$ cat config.mk
export PLATFORM = sky130hd
export DESIGN_NAME = rate_tick_gen
export DESIGN_NICKNAME = d
export VERILOG_FILES = /design/src/rtl/rate_tick_gen.sv
export SDC_FILE = /design/constraint.sdc
export NUM_CORES = 1
export LEC_CHECK = 0
export CAP_MARGIN = 10
export CORE_MARGIN = 5
export CORE_UTILIZATION = 62
export CTS_CLUSTER_DIAMETER = 120
export DETAILED_ROUTE_END_ITERATION = 16
export HOLD_SLACK_MARGIN = 0.02
export PLACE_DENSITY_LB_ADDON = 0.12
export SETUP_SLACK_MARGIN = 0.3
export SLEW_MARGIN = 20
export SYNTH_ARGS = -nofsm -noshare
export SYNTH_HDL_FRONTEND = slang
export SYNTH_SLANG_ARGS = --single-unit
$ cat constraint.sdc
create_clock -name clk -period 5.7 [get_ports clk]
set_input_delay 1.14 -clock clk [delete_from_list [all_inputs] [get_ports clk]]
set_output_delay 1.14 -clock clk [all_outputs]
set_load 0.005 [all_outputs]
$ cat src/rtl/rate_tick_gen.sv
// Timebase generator: 1 kHz and 1 Hz clock enables plus a selectable-rate tick and
// blink phase. The selected rate only changes at a period boundary.
module rate_tick_gen #(
    parameter int CLK_HZ        = 1_000_000,
    parameter int MIN_PERIOD_MS = 2000,
    parameter int NUM_RATES     = 4,
    parameter int SEL_W         = 2
) (
    input  logic             clk,
    input  logic             rst,
    input  logic             en,
    input  logic             clr,
    input  logic [SEL_W-1:0] sw,
    output logic             tick_1khz,
    output logic             tick_1hz,
    output logic             tick_sel,
    output logic             phase_sel,
    output logic [SEL_W-1:0] sel_active
);

    localparam int P      = CLK_HZ / 1000;
    localparam int PRE_W  = (P > 1) ? $clog2(P) : 1;
    localparam int HMAX   = MIN_PERIOD_MS / 2;
    localparam int H_W    = (HMAX > 1) ? $clog2(HMAX) : 1;
    localparam int SLOWEST_FAST = MIN_PERIOD_MS >> (NUM_RATES - 1);

    localparam logic [PRE_W-1:0] PRE_LAST = PRE_W'(P - 1);
    localparam logic [9:0]       S_LAST   = 10'd999;
    localparam logic [SEL_W-1:0] SEL_MAX  = SEL_W'(NUM_RATES - 1);

    if ((CLK_HZ < 1000) || ((CLK_HZ % 1000) != 0)) begin : g_bad_clk_hz
        $error("rate_tick_gen: CLK_HZ must be a positive multiple of 1000");
    end
    if ((SLOWEST_FAST < 2) || ((SLOWEST_FAST % 2) != 0)) begin : g_bad_min_period
        $error("rate_tick_gen: fastest rate period must be even and at least 2 ms");
    end

    function automatic logic [SEL_W-1:0] clamp_sel(input logic [SEL_W-1:0] s);
        if (s > SEL_MAX) begin
            return SEL_MAX;
        end else begin
            return s;
        end
    endfunction

    // Terminal h_cnt value for the half-period of rate index s.
    function automatic logic [H_W-1:0] half_last(input logic [SEL_W-1:0] s);
        int unsigned h;
        h = (MIN_PERIOD_MS >> s) / 32'd2;
        return H_W'(h - 32'd1);
    endfunction

    logic [PRE_W-1:0] pre_cnt_q, pre_cnt_d;
    logic [9:0]       s_cnt_q, s_cnt_d;
    logic [H_W-1:0]   h_cnt_q, h_cnt_d;
    logic             khz_evt_q, khz_evt_d;
    logic             tick_1khz_q, tick_1khz_d;
    logic             tick_1hz_q, tick_1hz_d;
    logic             tick_sel_q, tick_sel_d;
    logic             phase_q, phase_d;
    logic [SEL_W-1:0] sel_q, sel_d;

    logic pre_wrap_s;
    logic s_wrap_s;
    logic h_wrap_s;

    assign pre_wrap_s = (pre_cnt_q == PRE_LAST);
    assign s_wrap_s   = (s_cnt_q == S_LAST);
    assign h_wrap_s   = (h_cnt_q == half_last(sel_q));

    // Next-state logic for prescaler, 1 Hz counter and selected-rate phase.
    // khz_evt_q is the internal copy of the 1 kHz event; unlike the output pulse
    // it survives a pause so the derived counters never miss it.
    always_comb begin
        pre_cnt_d   = pre_cnt_q;
        s_cnt_d     = s_cnt_q;
        h_cnt_d     = h_cnt_q;
        khz_evt_d   = khz_evt_q;
        phase_d     = phase_q;
        sel_d       = sel_q;
        tick_1khz_d = 1'b0;
        tick_1hz_d  = 1'b0;
        tick_sel_d  = 1'b0;
        if (clr) begin
            pre_cnt_d = '0;
            s_cnt_d   = '0;
            h_cnt_d   = '0;
            khz_evt_d = 1'b0;
            phase_d   = 1'b0;
            sel_d     = clamp_sel(sw);
        end else if (en) begin
            khz_evt_d   = pre_wrap_s;
            tick_1khz_d = pre_wrap_s;
            if (pre_wrap_s) begin
                pre_cnt_d = '0;
            end else begin
                pre_cnt_d = pre_cnt_q + PRE_W'(1);
            end
            if (khz_evt_q) begin
                tick_1hz_d = s_wrap_s;
                if (s_wrap_s) begin
                    s_cnt_d = '0;
                end else begin
                    s_cnt_d = s_cnt_q + 10'd1;
                end
                if (h_wrap_s) begin
                    h_cnt_d    = '0;
                    phase_d    = ~phase_q;
                    tick_sel_d = ~phase_q;
                    // A falling phase closes the period: adopt the requested rate.
                    if (phase_q) begin
                        sel_d = clamp_sel(sw);
                    end else begin
                        sel_d = sel_q;
                    end
                end else begin
                    h_cnt_d = h_cnt_q + H_W'(1);
                end
            end else begin
                s_cnt_d = s_cnt_q;
                h_cnt_d = h_cnt_q;
            end
        end else begin
            pre_cnt_d = pre_cnt_q;
            khz_evt_d = khz_evt_q;
        end
    end

    // State registers with synchronous active-low reset.
    always_ff @(posedge clk) begin
        if (!rst) begin
            pre_cnt_q   <= '0;
            s_cnt_q     <= '0;
            h_cnt_q     <= '0;
            khz_evt_q   <= 1'b0;
            tick_1khz_q <= 1'b0;
            tick_1hz_q  <= 1'b0;
            tick_sel_q  <= 1'b0;
            phase_q     <= 1'b0;
            sel_q       <= '0;
        end else begin
            pre_cnt_q   <= pre_cnt_d;
            s_cnt_q     <= s_cnt_d;
            h_cnt_q     <= h_cnt_d;
            khz_evt_q   <= khz_evt_d;
            tick_1khz_q <= tick_1khz_d;
            tick_1hz_q  <= tick_1hz_d;
            tick_sel_q  <= tick_sel_d;
            phase_q     <= phase_d;
            sel_q       <= sel_d;
        end
    end

    assign tick_1khz  = tick_1khz_q;
    assign tick_1hz   = tick_1hz_q;
    assign tick_sel   = tick_sel_q;
    assign phase_sel  = phase_q;
    assign sel_active = sel_q;

endmodule

==> flow_summary.toml, run 1 <==
[run_status]
status = "complete, no violations"

[synth]
synth_seq_area_share_pct = 41.66
synth_flop_cell = "dfxtp_1"
synth-async-reset-ratio_pct = 0
synth_fp_nets = 210
yosys_warnings = 0
ys_ff_latch = 37
syn_inst = 196
syn-cell-area_sq_um = 1778
synth_cell_type_count = 30
synth-edff-count = 0
syn_avg_cell_area_sq_um = 9.071

[clock_network]
cts_num_sinks = 37
clk_latency_ns = 0.35
holdBufCountCts = 0
cts_root_buffer = "clkbuf_4"
cts_resized = 0
h-tree-depth = 2
tritoncts = "done"
cts_buffer_depth = 2
post-cts-setup-buffers = 0
cts.clk_slew.worst_paths_ns = 0.12
cts_made_buffers = 5

[worst_setup_path]
required_ns = 5.94
crit_path_end_kind = "register"
worstSetupPathType = "input pin to register"
slowest_delay_ns = 0.73
arrival_ns = 3.34
cp-start-kind = "input pin"
crit_chain = "clkdlybuf4s50_1 > nand3_1 > or4_1 > a2111oi_4 > nand2b_1 > nor2_1"
crit_slowest_cell = "clkdlybuf4s50_1"
path_max_fanout = 13

[grt]
met1_usage_pct = 21.23
grt_antenna_before_repair = 0
grt_overflow = 0
first_global_vias = 1312
grt_first_pass_wirelength_um = 5851
grt_use_met3_pct = 5.684
use_met2_pct = 29.57
grt_max_degree = 14
gr-max-usage-layer = "met2"
grt_usage_pct = 18.04

[floorplan]
core_area_sq_um = 2758
dieArea_sq_um = 4039
row_count = 19
io_pins = 12
start_util_pct = 64.47
die_x_um = 63.55
die_y_um = 63.55

[layout]
nNetsFinal = 224
area.growth.synth_to_final_pct = 12.88
n_fill_cell = 212
final_layout_size_suffix_gt1_share_pct = 7.583
antenna_cells = 0
most-common-layout-cells = "37 x nor2_1, 37 x dfxtp_1, 21 x nand2_1"
post-route-util_pct = 72.78

[timing]
min_period_ns = 3.099
slew_viol_final = 0
timing.fmax_mhz = 322.6
min_period_over_period_pct = 54.37
worst_pin_slew_ns = 0.4275
fin_tns_setup_ns = 0
fin_skew_ns = 0.01271
finalHoldViolCount = 0
finalSetupViolations = 0
rsz0062_at_grt = "no"
slew_headroom_pct = 71.41

[pwr]
p_leak_uw = 0.0007096
irDropWorstVdd_mv = 0.2506
powerDensity_nw_per_um2 = 255.9

[placement]
dp_hpwl_um = 2395
io_buffers = 11
gp_congestion = 0.8551

[flow_run]
maxCapViolCount = 0

[routing]
first_iter_violations = 57
vias = 1325
viasPerCell = 5.475
ant_nets = 0
first_pass_iters = 4
avgRoutedWirePerCell_um = 13.64
drc = 0
wl_um = 3302

[min_path]
hold_class = "register to register"
[flip-flops by register name, indices dropped and copies added, names as in the netlist, 2 cells and up]
signal      flops
h_cnt_q        10
pre_cnt_q      10
s_cnt_q        10
sel_active      2
[worst max-delay path, delay by kind of cell]
family	cells	cell delay (ns)
buf+inv	1	0.73
simple gates	4	1.15
compound gates	1	0.30
[power breakdown]
part | switching [uW] | internal (uW) | leakage [uW]
clock | 90.4 | 136 | 0.0000552
combinational | 13.6 | 11.8 | 0.000356
sequential | 2.06 | 260 | 0.000298
[cell families after synthesis]
family          after synthesis  synth area share (%)
simple gates                 98                 27.45
flops                        37                 41.66
xor+xnor                     33                 16.26
fa+ha+maj                     8                 5.630
compound gates                7                 3.660
buf+inv                       7                 1.900
mux                           6                 3.448
[final timing paths]
kind,from,end,slack (ns),cells past startpoint
max,en,h_cnt_q[0],2.60,6
max reg2reg,sel_active[1],h_cnt_q[0],3.18,7
min reg2reg,pre_cnt_q[1],pre_cnt_q[1],0.52,2
min,pre_cnt_q[1],pre_cnt_q[1],0.52,2
[per-stage QoR]
step | power [uW] | hold slack, ns | cells | cell area, sq um | setup WS (ns)
3_3_place_gp | 292.2 | 0.4954 | 234 | 1904 | 2.395
6_report | 513.5 | 0.5230 | 242 | 2007 | 2.601
2_1_floorplan | 284.3 | 0.4716 | 196 | 1778 | 3.332
5_1_grt | 536.5 | 0.5506 | 242 | 2007 | 2.461
4_1_cts | 517.5 | 0.5189 | 242 | 2007 | 2.588
3_5_place_dp | 293.2 | 0.4991 | 234 | 1904 | 2.247
[Yosys cell counts, drive strengths merged (3+ instances only)]
library cell   n  area, sq um
nand2b         4        25.02
mux2i          5        50.05
dfxtp         37        740.7
nand3          7        35.03
and3           5        31.28
a21oi          4        23.77
nand4          9        56.30
and4           5        45.04
inv            3        11.26
clkbuf         3        11.26
nor2          38        145.1
xnor2         15        131.4
xor2          18        157.7
nand2         21        78.83
ha             8        100.1
[final cells by class]
| cell class | count | area [sq um] | area share [%] |
|---|---|---|---|
| Multi-Input combinational cell | 152 | 1003 | 50.00 |
| Clock buffer | 5 | 37.54 | 1.870 |
| Tap cell | 31 | 38.79 | 1.933 |
| Inverter | 3 | 11.26 | 0.5611 |
| Sequential cell | 37 | 740.7 | 36.91 |
| Clock inverter | 3 | 65.06 | 3.242 |
| Timing Repair Buffer | 11 | 110.1 | 5.486 |
[metal layers]
metal	vias up	routed length, um
li1	682	-
met1	616	1543
met2	19	1573
met3	8	98
met4	0	87
met5	-	0
(Power assumes the default switching activity.)
==> run 2: changes to the inputs <==
--- a/config.mk
+++ b/config.mk
@@ -7,7 +7,7 @@
 export LEC_CHECK = 0
 export CAP_MARGIN = 10
 export CORE_MARGIN = 5
-export CORE_UTILIZATION = 62
+export CORE_UTILIZATION = 57
 export CTS_CLUSTER_DIAMETER = 120
 export DETAILED_ROUTE_END_ITERATION = 16
 export HOLD_SLACK_MARGIN = 0.02
==> constraint.sdc (replaced) <==
create_clock -name clk -period 3.2 [get_ports clk]
set_input_delay 0.64 -clock clk [delete_from_list [all_inputs] [get_ports clk]]
set_output_delay 0.64 -clock clk [all_outputs]
set_load 0.005 [all_outputs]
==> flow_summary.toml, run 2 (same netlist as run 1, synthesis figures left out) <==
[worst_setup_path]
cp-start-kind = "register"
path_max_fanout = 10
crit_chain = "inv_1 > ha_1 > xnor2_1 > or4_1 > a2111oi_4 > nand2b_1 > nor2_1"
required_ns = 3.41
crit_path_end_kind = "register"
cp_num_buf_inv = 1
arrival_ns = 2.71
crit_slowest_cell = "or4_1"
crit_family = "simple AND/OR/NAND/NOR gates"
worstSetupPathType = "register to register"
slowest_delay_ns = 0.57

[timing]
fin_skew_ns = 0.01314
slew_headroom_pct = 73.93
finalSetupViolations = 0
whs_ns = 0.5255
rsz0062_at_grt = "no"
layout_setup_ws_ns = 0.7055
min_period_ns = 2.494
slew_viol_final = 0
finalHoldViolCount = 0
fin_tns_setup_ns = 0
worst_pin_slew_ns = 0.3910
timing.fmax_mhz = 400.9
min_period_over_period_pct = 77.95

[clock_network]
post-cts-setup-buffers = 0
cts_root_buffer = "clkbuf_4"
holdBufCountCts = 0
cts_num_sinks = 37
cts_buffer_depth = 2
cts.clk_slew.worst_paths_ns = 0.11
cts_resized = 0
tritoncts = "done"
cts_made_buffers = 5
clk_latency_ns = 0.33
h-tree-depth = 2

[routing]
viasPerCell = 5.235
first_iter_violations = 38
ant_nets = 0
avgRoutedWirePerCell_um = 12.19
vias = 1335
drc = 0
first_pass_iters = 4
wl_um = 3109

[grt]
grt_usage_pct = 16.92
grt_overflow = 0
grt_antenna_before_repair = 0
first_global_vias = 1270
grt_first_pass_wirelength_um = 5651
grt_max_degree = 13

[placement]
io_buffers = 11
gp_congestion = 0.8297
dpl_worst_slack_ns = 0.5875
dp_hpwl_um = 2361

[floorplan]
die_x_um = 65.85
die_y_um = 65.85
row_count = 20
io_pins = 12
start_util_pct = 58.72
dieArea_sq_um = 4336
core_area_sq_um = 3028

[pwr]
p_leak_uw = 0.0006906
irDropWorstVdd_mv = 0.3139
finalPower_uw = 752.7
sequentialPowerShare_pct = 61.9
powerDensity_nw_per_um2 = 379.5
switching_share_pct = 21.84
p_sw_uw = 164.4
power.share.clock_pct = 31.9
intPower_uw = 588.3
share_comb_of_total_power_pct = 6.2

[layout]
top_regs = "h_cnt_q (10), pre_cnt_q (10), s_cnt_q (10)"
antenna_cells = 0
final_layout_size_suffix_gt1_share_pct = 7.109
most-common-layout-cells = "37 x nor2_1, 37 x dfxtp_1, 21 x nand2_1"
area.growth.synth_to_final_pct = 11.54
post-route-util_pct = 65.50
nNetsFinal = 225

[flow_run]
maxCapViolCount = 0

[run_status]
status = "complete, no violations"

[min_path]
hold_class = "register to register"
## run 2: changes by cell type in the layout (fill, tap and decap cells not counted), sizes merged
cell    change
clkbuf      +2
bufinv      -2
buf         +1
clkinv      -1
## run 2: final cells by class
type	count	area [sq um]
Fill cell	270	1045
Multi-Input combinational cell	152	1003
Tap cell	44	55.05
Inverter	3	11.26
Clock buffer	7	55.05
Sequential cell	37	740.7
Timing Repair Buffer	12	117.6
## run 2: tightest hold or removal path, stage by stage (launching register included)
cell	delay, ns
dfxtp_1	0.35
nand2b_1	0.08
a21oi_1	0.05
## run 2: power by group through the flow
stage	logic (uW)	registers, uW	clock network (uW)
floorplan	30.1	476	0
global placement	45.4	477	0
detailed placement	46.5	477	0
CTS	46.8	466	251
global route	51.0	467	282
finish	46.4	466	240
## run 2: per-stage QoR
step	instance area [sq um]	instances
2_1_floorplan	1778	196
3_3_place_gp	1928	248
3_5_place_dp	1928	248
4_1_cts	1983	255
5_1_grt	1983	255
6_report	1983	255
## run 2: layer usage
layer / part of all wire [%] / GRT usage, % / vias up
li1: - / - / 681
met2: 52 / 29.91 / 13
met1: 43 / 19.24 / 635
met4: 1.5 / 5.440 / 0
met5: 0 / 0 / -
met3: 3.0 / 5.102 / 6
## run 2: path summary, 6_finish.rpt
path                            cells past startpoint     startpoint  slack (ns)      endpoint
worst max-delay path                                7  sel_active[1]        0.71    h_cnt_q[1]
worst min-delay path                                2   pre_cnt_q[1]        0.53  pre_cnt_q[1]
worst max register to register                      7  sel_active[1]        0.71    h_cnt_q[1]
worst min register to register                      2   pre_cnt_q[1]        0.53  pre_cnt_q[1]
==> run 3: changes to the inputs <==
==> constraint.sdc (replaced) <==
create_clock -name clk -period 2.5 [get_ports clk]
set_input_delay 0.5 -clock clk [delete_from_list [all_inputs] [get_ports clk]]
set_output_delay 0.5 -clock clk [all_outputs]
set_load 0.005 [all_outputs]
==> flow_summary.toml, run 3 (same netlist as run 1, synthesis figures left out) <==
[grt]
grt_first_pass_wirelength_um = 5609
first_global_vias = 1301
grt_antenna_before_repair = 0
grt_max_degree = 13
grt_usage_pct = 16.90
grt_overflow = 0

[clock_network]
tritoncts = "done"
h-tree-depth = 2
holdBufCountCts = 0
cts.clk_slew.worst_paths_ns = 0.10
clk_latency_ns = 0.34
cts_made_buffers = 5
cts_root_buffer = "clkbuf_4"
cts_buffer_depth = 2
cts_num_sinks = 37

[timing]
min_period_ns = 2.145
fin_tns_setup_ns = 0
slew_headroom_pct = 77.46
worst_pin_slew_ns = 0.3287
rsz0062_at_grt = "yes"
finalHoldViolCount = 0
fin_skew_ns = 0.01224
slew_viol_final = 0
min_period_over_period_pct = 85.79
timing.fmax_mhz = 466.3
finalSetupViolations = 0

[floorplan]
start_util_pct = 58.72
row_count = 20
core_area_sq_um = 3028
die_y_um = 65.85
io_pins = 12
die_x_um = 65.85
dieArea_sq_um = 4336

[routing]
drc = 0
wl_um = 3149
vias = 1336
first_iter_violations = 63
avgRoutedWirePerCell_um = 12.11
viasPerCell = 5.138
ant_nets = 0
first_pass_iters = 4

[layout]
most-common-layout-cells = "37 x nor2_1, 35 x dfxtp_1, 21 x nand2_1"
antenna_cells = 0
area.growth.synth_to_final_pct = 14.22
final_area_sq_um = 2031
regArea_sq_um = 745.7
final_layout_size_suffix_gt1_share_pct = 12.04
post-route-util_pct = 67.07
final_common_cell = "nor2_1"
top_regs = "h_cnt_q (10), pre_cnt_q (10), s_cnt_q (10)"
multi_input_area_sq_um = 1020
nNetsFinal = 229
n_fill_cell = 266

[pwr]
p_leak_uw = 0.0007158
switching_share_pct = 23.88
sequentialPowerShare_pct = 62.0
powerDensity_nw_per_um2 = 472.6
share_comb_of_total_power_pct = 6.8
intPower_uw = 730.6
irDropWorstVdd_mv = 0.3844
power.share.clock_pct = 31.3
p_sw_uw = 229.2

[min_path]
min_from = "pre_cnt_q[1]"
hold_class = "register to register"
hold_depth = 2
whs_endpoint = "pre_cnt_q[1]"

[worst_setup_path]
slowest_delay_ns = 0.55
ff2ff_path_depth = 8
required_ns = 2.73
path_max_fanout = 5
crit_slowest_cell = "or4b_4"
cp-start-kind = "register"
worstSetupPathType = "register to register"
crit_chain = "buf_4 > ha_2 > xnor2_2 > or4b_4 > a2111oi_4 > buf_4 > a21oi_2 > mux2i_1"
arrival_ns = 2.38
r2r_slack_ns = 0.36
crit_top_cell = "buf_4"
regToRegStartpoint = "sel_active[1]"
crit_path_end_kind = "register"
worstReg2RegEnd = "sel_active[0]"

[flow_run]
maxCapViolCount = 0

[run_status]
status = "complete, no violations"

[placement]
gp_congestion = 0.8172
dp_hpwl_um = 2365
placed_area_sq_um = 1951
io_buffers = 11
## run 3: worst max-delay path, delay by kind of cell (launching register included)
family / cells / cell delay (ns)
buf+inv: 2 / 0.34
compound gates: 2 / 0.39
fa+ha+maj: 1 / 0.18
xor+xnor: 1 / 0.13
mux: 1 / 0.13
simple gates: 1 / 0.55
flops: 1 / 0.33
## run 3: layout make-up
cell class / count / area share [%]
clock buffers: 6 / 2.033
clock inverters: 2 / 0.4929
repair buffers: 16 / 7.270
multi-input cells: 152 / 50.22
inverters: 3 / 0.5545
well taps: 44 / 2.711
flip-flops and latches: 37 / 36.72
## run 3: how the worst max path moves through the flow
stage / from / endpoint / slack [ns] / cells past startpoint
2_1_floorplan: sel_active[1] / h_cnt_q[0] / 0.32 / 8
3_3_place_gp: en / h_cnt_q[0] / 0.16 / 6
3_5_place_dp: en / h_cnt_q[0] / 0.1 / 6
4_1_cts: sel_active[0] / sel_active[0] / 0.31 / 8
5_1_grt: sel_active[1] / sel_active[0] / 0.29 / 8
6_report: sel_active[1] / sel_active[0] / 0.36 / 8
## run 3: layer usage
metal | global-route usage (%) | vias up | part of all wire [%]
li1 | - | 691 | -
met1 | 18.88 | 619 | 44
met2 | 29.04 | 21 | 51
met3 | 5.782 | 5 | 3.6
met4 | 6.995 | 0 | 1.1
met5 | 0 | - | 0
## run 3: metrics by stage
step / setup WS, ns / std cells / total power, uW / hold slack, ns
detailed placement: 0.09837 / 251 / 669.9 / 0.4938
floorplan: 0.3160 / 196 / 648.1 / 0.4716
global placement: 0.1584 / 251 / 669.0 / 0.4931
finish: 0.3553 / 260 / 959.8 / 0.5137
CTS: 0.3063 / 259 / 966.5 / 0.5143
global route: 0.2893 / 260 / 1018 / 0.5500
## run 3: power groups by stage
| stage | sequential, uW | clock (uW) | combinational (uW) |
|---|---|---|---|
| floorplan | 610 | 0 | 38.6 |
| global placement | 609 | 0 | 60.2 |
| detailed placement | 609 | 0 | 61.1 |
| CTS | 596 | 309 | 61.9 |
| global route | 596 | 350 | 72.0 |
| finish | 595 | 300 | 64.8 |
## run 3: timing repair
item | CTS | global route
gates resized for setup | 2 | 5
setup endpoints to repair | 13 | 13
setup buffers | 0 | 1
pin swaps | 0 | 2
